[src/rtl/bank_write_control_if.sv]
// Stream-in / bank-write-out bundle for bank_write_control.
// master = header finder and readout side, slave = the writer itself.
interface bank_write_control_if #(
  parameter int DATA_WIDTH = 16,
  parameter int N_BANKS    = 2,
  parameter int ADDR_WIDTH = 15,
  parameter int CNT_WIDTH  = 16
);
  logic                                 get_package;
  logic [DATA_WIDTH-1:0]                input_data;
  logic [N_BANKS-1:0]                   wr_en;
  logic [N_BANKS-1:0][ADDR_WIDTH-1:0]   wr_addr;
  logic [N_BANKS-1:0][DATA_WIDTH-1:0]   wr_data;
  logic                                 valid;
  logic                                 busy;
  logic                                 pkg_done;
  logic                                 pkg_abort;
  logic [ADDR_WIDTH-1:0]                pkg_start_addr;
  logic [CNT_WIDTH-1:0]                 pkg_count;

  modport master (
    output get_package, input_data,
    input  wr_en, wr_addr, wr_data, valid, busy, pkg_done, pkg_abort,
           pkg_start_addr, pkg_count
  );

  modport slave (
    input  get_package, input_data,
    output wr_en, wr_addr, wr_data, valid, busy, pkg_done, pkg_abort,
           pkg_start_addr, pkg_count
  );
endinterface

[src/rtl/bank_write_control.sv]
// Round-robin package writer: spreads a fixed-length word stream over N_BANKS
// circular-buffer RAMs, with abort rollback, done/abort pulses and a package counter.
module bank_write_lane #(
  parameter int DATA_WIDTH   = 16,
  parameter int ADDR_WIDTH   = 15,
  parameter int MEMORY_DEPTH = 24576
) (
  input  logic                  clk,
  input  logic                  rst,
  input  logic                  wr,
  input  logic                  snap,
  input  logic                  restore,
  input  logic [DATA_WIDTH-1:0] din,
  output logic                  wr_en,
  output logic [ADDR_WIDTH-1:0] wr_addr,
  output logic [DATA_WIDTH-1:0] wr_data
);
  localparam logic [ADDR_WIDTH-1:0] LAST = ADDR_WIDTH'(MEMORY_DEPTH - 1);

  logic [ADDR_WIDTH-1:0] ptr_q, ptr_d, rb_q, rb_d, nxt;
  logic [ADDR_WIDTH-1:0] wr_addr_q, wr_addr_d;
  logic [DATA_WIDTH-1:0] wr_data_q, wr_data_d;
  logic                  wr_en_q, wr_en_d;

  assign nxt = (ptr_q == LAST) ? '0 : ptr_q + ADDR_WIDTH'(1);

  // Snapshot takes the post-update pointer so a back-to-back start sees the
  // last word's write and an abort restart keeps the restored pointer.
  always_comb begin
    ptr_d     = ptr_q;
    rb_d      = rb_q;
    wr_en_d   = wr;
    wr_addr_d = wr_addr_q;
    wr_data_d = wr_data_q;
    if (restore) begin
      ptr_d = rb_q;
    end else if (wr) begin
      ptr_d     = nxt;
      wr_addr_d = nxt;
      wr_data_d = din;
    end
    if (snap) rb_d = ptr_d;
  end

  always_ff @(posedge clk) begin
    if (rst) begin
      ptr_q     <= LAST;
      rb_q      <= LAST;
      wr_en_q   <= 1'b0;
      wr_addr_q <= LAST;
      wr_data_q <= '0;
    end else begin
      ptr_q     <= ptr_d;
      rb_q      <= rb_d;
      wr_en_q   <= wr_en_d;
      wr_addr_q <= wr_addr_d;
      wr_data_q <= wr_data_d;
    end
  end

  assign wr_en   = wr_en_q;
  assign wr_addr = wr_addr_q;
  assign wr_data = wr_data_q;
endmodule

module bank_write_control #(
  parameter int DATA_WIDTH     = 16,
  parameter int N_BANKS        = 2,
  parameter int PACKAGE_LENGTH = 1036,
  parameter int MEMORY_DEPTH   = 24576,
  parameter int ADDR_WIDTH     = 15,
  parameter int CNT_WIDTH      = 16
) (
  input  logic                 clk,
  input  logic                 live_rising,
  bank_write_control_if.slave  bus
);
  localparam int KW  = (PACKAGE_LENGTH > 1) ? $clog2(PACKAGE_LENGTH) : 1;
  localparam int BW  = (N_BANKS > 1) ? $clog2(N_BANKS) : 1;
  // Bank 0 receives ceil(PL/N) words per package; its start address advances by that.
  localparam int W0M = ((PACKAGE_LENGTH + N_BANKS - 1) / N_BANKS) % MEMORY_DEPTH;
  localparam logic [ADDR_WIDTH:0] W0M_V = (ADDR_WIDTH+1)'(W0M);
  localparam logic [ADDR_WIDTH:0] MD_V  = (ADDR_WIDTH+1)'(MEMORY_DEPTH);

  typedef enum logic {IDLE, RUN} state_e;

  state_e                state_q, state_d;
  logic [KW-1:0]         k_q, k_d;
  logic [BW-1:0]         bank_q, bank_d;
  logic                  done_q, done_d, abort_q, abort_d, take;
  logic [CNT_WIDTH-1:0]  cnt_q, cnt_d;
  logic [ADDR_WIDTH-1:0] start_q, start_d, nb_q, nb_d;
  logic [ADDR_WIDTH:0]   nb_sum, nb_wrap;
  logic                  last;

  logic [N_BANKS-1:0]                 en_w;
  logic [N_BANKS-1:0][ADDR_WIDTH-1:0] addr_w;
  logic [N_BANKS-1:0][DATA_WIDTH-1:0] data_w;

  assign last    = (k_q == KW'(PACKAGE_LENGTH - 1));
  assign nb_sum  = {1'b0, nb_q} + W0M_V;
  assign nb_wrap = (nb_sum >= MD_V) ? nb_sum - MD_V : nb_sum;

  always_comb begin
    state_d = state_q;
    k_d     = k_q;
    bank_d  = bank_q;
    done_d  = 1'b0;
    abort_d = 1'b0;
    cnt_d   = cnt_q;
    start_d = start_q;
    nb_d    = nb_q;
    take    = 1'b0;
    if (state_q == RUN) begin
      if (bus.get_package && !last) begin
        abort_d = 1'b1;
      end else begin
        take = 1'b1;
        if (last) begin
          done_d  = 1'b1;
          cnt_d   = cnt_q + CNT_WIDTH'(1);
          start_d = nb_q;
          nb_d    = ADDR_WIDTH'(nb_wrap);
          state_d = IDLE;
        end else begin
          k_d    = k_q + KW'(1);
          bank_d = (bank_q == BW'(N_BANKS - 1)) ? '0 : bank_q + BW'(1);
        end
      end
    end
    if (bus.get_package) begin
      state_d = RUN;
      k_d     = '0;
      bank_d  = '0;
    end
  end

  always_ff @(posedge clk) begin
    if (live_rising) begin
      state_q <= IDLE;
      k_q     <= '0;
      bank_q  <= '0;
      done_q  <= 1'b0;
      abort_q <= 1'b0;
      cnt_q   <= '0;
      start_q <= '0;
      nb_q    <= '0;
    end else begin
      state_q <= state_d;
      k_q     <= k_d;
      bank_q  <= bank_d;
      done_q  <= done_d;
      abort_q <= abort_d;
      cnt_q   <= cnt_d;
      start_q <= start_d;
      nb_q    <= nb_d;
    end
  end

  for (genvar b = 0; b < N_BANKS; b++) begin : g_bank
    bank_write_lane #(
      .DATA_WIDTH   (DATA_WIDTH),
      .ADDR_WIDTH   (ADDR_WIDTH),
      .MEMORY_DEPTH (MEMORY_DEPTH)
    ) u_lane (
      .clk     (clk),
      .rst     (live_rising),
      .wr      (take && (bank_q == BW'(b))),
      .snap    (bus.get_package),
      .restore (abort_d),
      .din     (bus.input_data),
      .wr_en   (en_w[b]),
      .wr_addr (addr_w[b]),
      .wr_data (data_w[b])
    );
  end

  assign bus.wr_en          = en_w;
  assign bus.wr_addr        = addr_w;
  assign bus.wr_data        = data_w;
  assign bus.valid          = |en_w;
  assign bus.busy           = (state_q == RUN);
  assign bus.pkg_done       = done_q;
  assign bus.pkg_abort      = abort_q;
  assign bus.pkg_start_addr = start_q;
  assign bus.pkg_count      = cnt_q;
endmodule

[src/flat_wrapper.sv]
// flat-port wrapper written by rule: the top's interface ports become plain ports
module bank_write_control_flat 
#(
  parameter int DATA_WIDTH     = 16,
  parameter int N_BANKS        = 2,
  parameter int PACKAGE_LENGTH = 1036,
  parameter int MEMORY_DEPTH   = 24576,
  parameter int ADDR_WIDTH     = 15,
  parameter int CNT_WIDTH      = 16
)
  (clk, live_rising, bus_get_package, bus_input_data, bus_wr_en, bus_wr_addr, bus_wr_data, bus_valid, bus_busy, bus_pkg_done, bus_pkg_abort, bus_pkg_start_addr, bus_pkg_count);
  bank_write_control_if #(.DATA_WIDTH(DATA_WIDTH), .N_BANKS(N_BANKS), .ADDR_WIDTH(ADDR_WIDTH), .CNT_WIDTH(CNT_WIDTH)) bus_i ();
  input  logic clk;
  input  logic live_rising;
  input wire logic [$bits(bus_i.get_package)-1:0] bus_get_package;
  input wire logic [$bits(bus_i.input_data)-1:0] bus_input_data;
  output wire logic [$bits(bus_i.wr_en)-1:0] bus_wr_en;
  output wire logic [$bits(bus_i.wr_addr)-1:0] bus_wr_addr;
  output wire logic [$bits(bus_i.wr_data)-1:0] bus_wr_data;
  output wire logic [$bits(bus_i.valid)-1:0] bus_valid;
  output wire logic [$bits(bus_i.busy)-1:0] bus_busy;
  output wire logic [$bits(bus_i.pkg_done)-1:0] bus_pkg_done;
  output wire logic [$bits(bus_i.pkg_abort)-1:0] bus_pkg_abort;
  output wire logic [$bits(bus_i.pkg_start_addr)-1:0] bus_pkg_start_addr;
  output wire logic [$bits(bus_i.pkg_count)-1:0] bus_pkg_count;
  assign bus_i.get_package = bus_get_package;
  assign bus_i.input_data = bus_input_data;
  assign bus_wr_en = bus_i.wr_en;
  assign bus_wr_addr = bus_i.wr_addr;
  assign bus_wr_data = bus_i.wr_data;
  assign bus_valid = bus_i.valid;
  assign bus_busy = bus_i.busy;
  assign bus_pkg_done = bus_i.pkg_done;
  assign bus_pkg_abort = bus_i.pkg_abort;
  assign bus_pkg_start_addr = bus_i.pkg_start_addr;
  assign bus_pkg_count = bus_i.pkg_count;
  bank_write_control #(.DATA_WIDTH(DATA_WIDTH), .N_BANKS(N_BANKS), .PACKAGE_LENGTH(PACKAGE_LENGTH), .MEMORY_DEPTH(MEMORY_DEPTH), .ADDR_WIDTH(ADDR_WIDTH), .CNT_WIDTH(CNT_WIDTH)) u_core (.clk(clk), .live_rising(live_rising), .bus(bus_i));
endmodule
[config.mk]
export PLATFORM = sky130hd
export DESIGN_NAME = bank_write_control_flat
export DESIGN_NICKNAME = d
export VERILOG_FILES = /design/src/rtl/bank_write_control_if.sv /design/src/rtl/bank_write_control.sv /design/src/flat_wrapper.sv
export SDC_FILE = /design/constraint.sdc
export NUM_CORES = 1
export LEC_CHECK = 0
export CORE_AREA = 2 2 118 120
export CTS_CLUSTER_SIZE = 14
export DETAILED_ROUTE_END_ITERATION = 8
export DIE_AREA = 0 0 120 122
export DONT_BUFFER_PORTS = 1
export HOLD_SLACK_MARGIN = 0.12
export PLACE_DENSITY = 0.76
export SLEW_MARGIN = 20
export SYNTH_ARGS = -nofsm -noshare
export SYNTH_HDL_FRONTEND = slang
export SYNTH_HIERARCHICAL = 1
export SYNTH_SLANG_ARGS = --single-unit
[constraint.sdc]
create_clock -name clk -period 3 [get_ports clk]
set_clock_uncertainty 0.05 [all_clocks]
set_input_delay 0.3 -clock clk [delete_from_list [all_inputs] [get_ports clk]]
set_output_delay 0.3 -clock clk [all_outputs]
set_load 0.03 [all_outputs]
# Yosys cells after proc, flatten, opt, wreduce, memory -nomap -nowiden
# Cells that the tools add are included.
dict set report totals {
  out_inout_bits 99
  in_bits 19
  word_cells 62
  register_bits 185
}
dict set report classes {
  magnitude_cmp 1
  n_eq_ne 3
  bitwise 5
  reduce_logical 11
  add_sub_neg 7
  mux 17
}
# operator n
set ops {}
lappend ops {{2-to-1 mux 15 bit} 7}
lappend ops {{adder 15 x 1 -> 15 bit (second input constant)} 2}
lappend ops {{== test 15 bit (second input constant)} 2}
lappend ops {{adder 15 x 10 -> 16 bit (second input constant)} 1}
lappend ops {{adder 16 x 1 -> 16 bit (second input constant)} 1}
lappend ops {{greater-or-equal comparator 16 x 15 -> 1 bit (second input constant)} 1}
lappend ops {{subtractor 15 bit (second input constant)} 1}
lappend ops {{adder 11 x 1 -> 11 bit (second input constant)} 1}
lappend ops {{== test 11 bit (second input constant)} 1}
lappend ops {{2-to-1 mux 1 bit} 10}
lappend ops {{AND reduction 3 bit} 2}
lappend ops {{inverter 1 bit} 5}
lappend ops {{AND reduction 2 bit} 2}
lappend ops {{OR reduction 2 bit} 2}
lappend ops {{logical AND 1 bit} 3}
lappend ops {{OR reduction 3 bit} 1}
lappend ops {{adder 1 bit (second input constant)} 1}
lappend ops {{zero test 1 bit} 1}

# Longest topological paths before layout
dict set report depth {
  word_depth 8
  ltp_mapped 15
  depth_no_buf 13
}

# Modules after synthesis
# Netlist, hierarchy kept.
# mod cells_each n_inst area_per_inst_um2 seq_area_each_um2
set by_module_without_submodules {}
lappend by_module_without_submodules {bank_write_lane 310 2 2596.2 1241.2}
lappend by_module_without_submodules {bank_write_control 329 1 2737.6 1181.1}

# Worst setup path after synthesis
# Ideal clock, no wire load.
dict set report synth_timing {
  kind {register to register}
  start {reg u_core.nb_q[1]}
  end {reg u_core.nb_q[14]}
  path_stages_with_launch 16
  setup_ps 69
  t_arrival_ps 2587
  required_time_ps 2881
  path_buffers 2
  period_less_slack_ps 2706
  slack_ps 294
  cell_sequence {dfxtp_1 > buf_6 > inv_1 > ha_1 > nor2b_1 > buf_2 > a31oi_1 > nor2_1 > xor2_1 > ha_1 > nand3_1 > mux2i_1 > o221a_2 > o2111ai_2 > a311o_1 > o21ai_1}
}
dict set report synth_via {
  elab_chain_cells 3
  word_cells_on_any_way 4
  classes_between {2 x add/sub; 1 x order compare; 1 x mux}
}
# element line_no
set synth_lines {}
lappend synth_lines {{start: declaration} bank_write_control.sv:92} ;# logic [ADDR_WIDTH-1:0] start_q, start_d, nb_q, nb_d;
lappend synth_lines {{start signal: assignment} bank_write_control.sv:156} ;# nb_q <= nb_d;
lappend synth_lines {{adder 15 x 10 -> 16 bit *} bank_write_control.sv:101} ;# assign nb_sum = {1'b0, nb_q} + W0M_V;
lappend synth_lines {{named net u_core.nb_sum[1]} bank_write_control.sv:93} ;# logic [ADDR_WIDTH:0] nb_sum, nb_wrap;
lappend synth_lines {{subtractor 15 bit / greater-or-equal comparator 16 x 15 -> 1 bit (equally long branches)} bank_write_control.sv:102} ;# assign nb_wrap = (nb_sum >= MD_V) ? nb_sum - MD_V : nb_sum;
lappend synth_lines {{2-to-1 mux 15 bit *} bank_write_control.sv:102}
# The timed path passes the listed nets; every way through them passes the cells marked *.
# A chain may end at the register's enable or synchronous reset.

# Worst setup path in the final report
dict set report layout_timing {
  start {reg u_core.k_q[5]}
  end {reg u_core.g_bank[1].u_lane.rb_q[11]}
}
dict set report layout_via {
  elab_chain_cells 8
  word_cells_on_any_way 10
  classes_between {1 x eq/ne; 6 x mux; 3 x reduce/logical}
}
# element line_no
set layout_lines {}
lappend layout_lines {{start: declaration} bank_write_control.sv:88} ;# logic [KW-1:0] k_q, k_d;
lappend layout_lines {{start signal: assignment} bank_write_control.sv:150} ;# k_q <= k_d;
lappend layout_lines {{== test 11 bit *} bank_write_control.sv:100} ;# assign last = (k_q == KW'(PACKAGE_LENGTH - 1));
lappend layout_lines {{zero test 1 bit *} bank_write_control.sv:115} ;# if (bus.get_package && !last) begin
lappend layout_lines {{logical AND 1 bit *} bank_write_control.sv:115}
lappend layout_lines {{2-to-1 mux 1 bit} bank_write_control.sv:115}
lappend layout_lines {{2-to-1 mux 1 bit} bank_write_control.sv:114} ;# if (state_q == RUN) begin
lappend layout_lines {{logical AND 1 bit} bank_write_control.sv:168} ;# .wr (take && (bank_q == BW'(b))),
lappend layout_lines {{2-to-1 mux 15 bit} bank_write_control.sv:37} ;# end else if (wr) begin
lappend layout_lines {{2-to-1 mux 15 bit *} bank_write_control.sv:35} ;# if (restore) begin
lappend layout_lines {{end signal: assignment} bank_write_control.sv:54} ;# rb_q <= rb_d;
lappend layout_lines {{end: declaration} bank_write_control.sv:20} ;# logic [ADDR_WIDTH-1:0] ptr_q, ptr_d, rb_q, rb_d, nxt;
# Mark *: on every way between the ends. The rest lies on a longest branch, timed or not.

==> impl_metrics.json <==
{
  "gp_routability_congestion": 0.830,
  "floorplan.die_area_um2": 14600,
  "global_route.usage.total_pct": 24.7,
  "holdCritStartpoint": "bus_get_package",
  "tritoncts": "yes",
  "min_delay_worst_endpoint": "u_core/k_q[8]",
  "vdd_ir_drop_max_mv": 0.400,
  "critical_path_arrival_ps": 3020,
  "timing.final.crit_period_ps": 2760,
  "cp_data_required_time_ps": 3270,
  "cts.sink_count": 183,
  "synth_nets": 975,
  "route.detailed.vias_per_inst": 5.78,
  "placeableCoreArea_um2": 13500,
  "run_status": "complete, no violations",
  "area.growth.synth_to_final_pct": 13.5,
  "worstReg2RegEnd": "u_core/g_bank[1].u_lane/rb_q[11]",
  "min_delay_path_depth": 2,
  "final_min_period_over_clock_period_pct": 91.8,
  "number_of_buffers_added_for_setup_after_cts": 0,
  "reg2reg_slack_ps": 240,
  "drt_iter0_drc": 502,
  "worst-slew-pin-transition_ps": 791,
  "critPathKind": "reg -> reg",
  "timing.final.setup_violations": 0,
  "ys_types": 62,
  "synth.yosys.seq_area_share_pct": 46.2,
  "timing.critical_path.to_type": "register",
  "dr_total_vias": 6640,
  "grt_overflow": 0,
  "preCtsSetupSlack_ps": 186,
  "first_pass_grt_wire_length_mm": 29.5,
  "synth-main-ff-cell": "sky130_fd_sc_hd__dfxtp_1",
  "timing.max_cap.violations": 0,
  "hold_path_class": "in -> reg",
  "maximum_number_of_pins_on_one_net_before_global_route_repair": 151,
  "totalPowerFinal_uw": 5420,
  "io_buffer_count": 0,
  "drc": 0,
  "post_route_cells_drive_above_1_share_pct": 8.16,
  "syn-cell-area_um2": 7930,
  "std_cell_rows": 43,
  "routedWlPerCell_um": 15.5,
  "worstReg2RegStart": "u_core/k_q[5]",
  "ctsHtreeMaxLevel": 4,
  "worst-r2r-cell-count": 9,
  "detailedRoute.firstPassIterationCount": 5,
  "grt_pass1_vias": 6163,
  "num_antenna_cells": 0,
  "cts.path.max_buffers": 2,
  "syn_warnings": 6,
  "synthesis.instances": 949,
  "clk_transition_reported_paths_ps": 70,
  "max_freq_mhz": 363,
  "worst-path-max-fanout": 17,
  "detail_route.wirelength_mm": 17.8,
  "numCtsBuffers": 17,
  "postSynthAreaPerCell_um2": 8.36,
  "synth-seq-cells": 183,
  "route.antenna.remaining_nets": 0,
  "final-hold-violation-count": 0,
  "io_pins": 118,
  "power.density_cell_area_nw_per_um2": 602,
  "max_slew_margin_pct": 47.1,
  "setup_total_negative_slack_ps": 0,
  "fill_cells": 1094,
  "timing.critical_path.from_type": "register",
  "floorplan.die.width_um": 120,
  "cts_root_buffer_type": "sky130_fd_sc_hd__clkbuf_16",
  "design.final.nets": 981,
  "antenna_found_initial": 0,
  "worst_slack_ps": 245,
  "report.final.slew_viol_count": 0,
  "p_leak_uw": 0.00333,
  "dpl.hpwl_mm": 10.9,
  "synth_enable_flop_cells": 0,
  "rsz_0062_raised_after_global_routing": "no",
  "floorplan.die.height_um": 122,
  "async_reset_ff_share_pct": 0,
  "initial_core_util_pct": 58.7,
  "clk-insertion-delay-late_ps": 430
}
-- layout make-up --
class / count / area (µm²) / share of cell area, %
Clock inverter: 12 / 139 / 1.54
Tap cell: 180 / 225 / 2.50
Timing Repair Buffer: 50 / 488 / 5.42
Clock buffer: 20 / 447 / 4.96
Sequential cell: 183 / 3670 / 40.8
Inverter: 17 / 63.8 / 0.709
Multi-Input combinational cell: 686 / 3970 / 44.1
-- repair_timing --
item                                    in CTS  in global routing
resized for setup                            0                  9
endpoints found under the setup margin       0                  3
hold buffers                                34                  0
endpoints found under the hold margin      173                  0
-- worst max-delay path by stage --
stage / slack (ps) / from / cells after the start / to
5_1_grt: 20 / u_core/nb_q[2] / 13 / u_core/nb_q[14]
3_3_place_gp: 280 / u_core/nb_q[2] / 13 / u_core/nb_q[14]
4_1_cts: 60 / u_core/k_q[5] / 9 / u_core/g_bank[1].u_lane/rb_q[11]
3_5_place_dp: 190 / u_core/nb_q[2] / 13 / u_core/nb_q[14]
6_report: 240 / u_core/k_q[5] / 9 / u_core/g_bank[1].u_lane/rb_q[11]
2_1_floorplan: 290 / u_core/nb_q[1] / 15 / u_core/nb_q[14]
-- flip-flops by register name (all words and copies together), names as in the netlist --
name and count:
u_core/bus.pkg_abort 1, u_core/bank_q 1, u_core/g_bank.u_lane/wr_addr 30, u_core/bus.pkg_count 16
u_core/g_bank.u_lane/wr_en 2, u_core/g_bank.u_lane/ptr_q 30, u_core/k_q 11, u_core/g_bank.u_lane/rb_q 30
u_core/bus.busy 1, u_core/g_bank.u_lane/wr_data 32, u_core/bus.pkg_start_addr 14, u_core/nb_q 14
u_core/bus.pkg_done 1
-- Yosys cell counts (all sizes together), types with 2 or more instances --
| cell | number | area share (%) |
|---|---|---|
| or3b | 2 | 0.22 |
| a311oi | 2 | 0.22 |
| and3 | 9 | 0.71 |
| nor3b | 25 | 2.5 |
| o32a | 6 | 0.76 |
| a221o | 4 | 0.50 |
| a211o | 4 | 0.44 |
| nor4 | 6 | 0.47 |
| and4 | 4 | 0.44 |
| nor2b | 14 | 1.1 |
| nand3 | 23 | 1.5 |
| a21oi | 113 | 7.3 |
| or2 | 2 | 0.16 |
| dfxtp | 183 | 46 |
| mux2i | 9 | 1.1 |
| nor3 | 47 | 3.1 |
| ha | 7 | 1.1 |
| nand2b | 8 | 0.63 |
| inv | 17 | 0.80 |
| o22ai | 3 | 0.24 |
| and2 | 3 | 0.30 |
| a31oi | 21 | 1.7 |
| nand4 | 18 | 1.8 |
| nand2 | 184 | 8.7 |
| or4 | 3 | 0.38 |
| o21ai | 13 | 0.82 |
| o31ai | 2 | 0.19 |
| or3 | 8 | 0.63 |
| nand3b | 8 | 0.76 |
| clkbuf | 38 | 1.8 |
| a221oi | 2 | 0.38 |
| nor4b | 2 | 0.22 |
| xnor2 | 28 | 3.1 |
| o21bai | 2 | 0.19 |
| a211oi | 5 | 0.47 |
| o211ai | 2 | 0.19 |
| buf | 25 | 1.5 |
| xor2 | 29 | 3.2 |
| nor2 | 56 | 2.7 |
-- layout by cell type (no fill, tap or decap), drive strengths merged, types with 5 or more instances in the layout --
| cell | count |
|---|---|
| nand2b | 8 |
| nor2b | 14 |
| a21oi | 113 |
| a31oi | 21 |
| buf | 18 |
| o32a | 6 |
| clkbuf | 20 |
| nand4 | 18 |
| o21ai | 13 |
| xnor2 | 28 |
| a211oi | 5 |
| nand2 | 184 |
| ha | 7 |
| inv | 22 |
| and3 | 9 |
| nor3 | 47 |
| nand3b | 8 |
| or3 | 8 |
| nand3 | 23 |
| nor2 | 56 |
| xor2 | 29 |
| dfxtp | 183 |
| mux2i | 9 |
| nor4 | 6 |
| nor3b | 25 |
| dlygate4sd3 | 32 |
-- metal layers --
layer | routed length (µm) | vias to the layer above | share of wire, % | global-route usage (%)
li1 | - | 3305 | - | -
met2 | 8370 | 152 | 47 | 39.4
met3 | 897 | 25 | 5.0 | 6.46
met4 | 283 | 0 | 1.6 | 9.63
met5 | 0 | - | 0 | 0
met1 | 8230 | 3158 | 46 | 32.1
-- power by group --
part / internal (µW) / total (µW) / switching [µW]
Sequential: 2510 / 2630 / 124
Clock: 1260 / 2230 / 972
Combinational: 219 / 551 / 332
-- kinds of logic after synthesis --
kind of cell / Yosys count / synth area share [%]
multiplexers: 10 / 1.28
XOR/XNOR: 57 / 6.30
AND/OR/NAND/NOR: 424 / 26.5
adder cells (fa/ha/maj): 7 / 1.10
AO/OA/AOI/OAI: 187 / 14.5
other: 1 / 0.0473
buffers and inverters: 80 / 4.13
flip-flops: 183 / 46.2
-- worst max-delay path, cell delays in order (launching register included) --
cell and delay (ps):
sky130_fd_sc_hd__dfxtp_1 350, sky130_fd_sc_hd__nor4b_2 410, sky130_fd_sc_hd__nand3_1 200, sky130_fd_sc_hd__nand2_1 120, sky130_fd_sc_hd__and3_1 200, sky130_fd_sc_hd__buf_4 240
sky130_fd_sc_hd__o31ai_1 100, sky130_fd_sc_hd__nor3_1 320, sky130_fd_sc_hd__a21oi_2 90, sky130_fd_sc_hd__dlygate4sd3_1 550
-- metrics by stage --
stage	utilization (%)	hold slack (ps)	instances	cell area, µm²
finish	66.6	167	1148	9000
CTS	66.4	155	1148	8970
global placement	59.4	330	1082	8020
detailed placement	59.4	334	1082	8020
floorplan	-	386	949	7930
global route	66.6	168	1148	9000
Note: power is estimated with default switching activity, not from simulation.
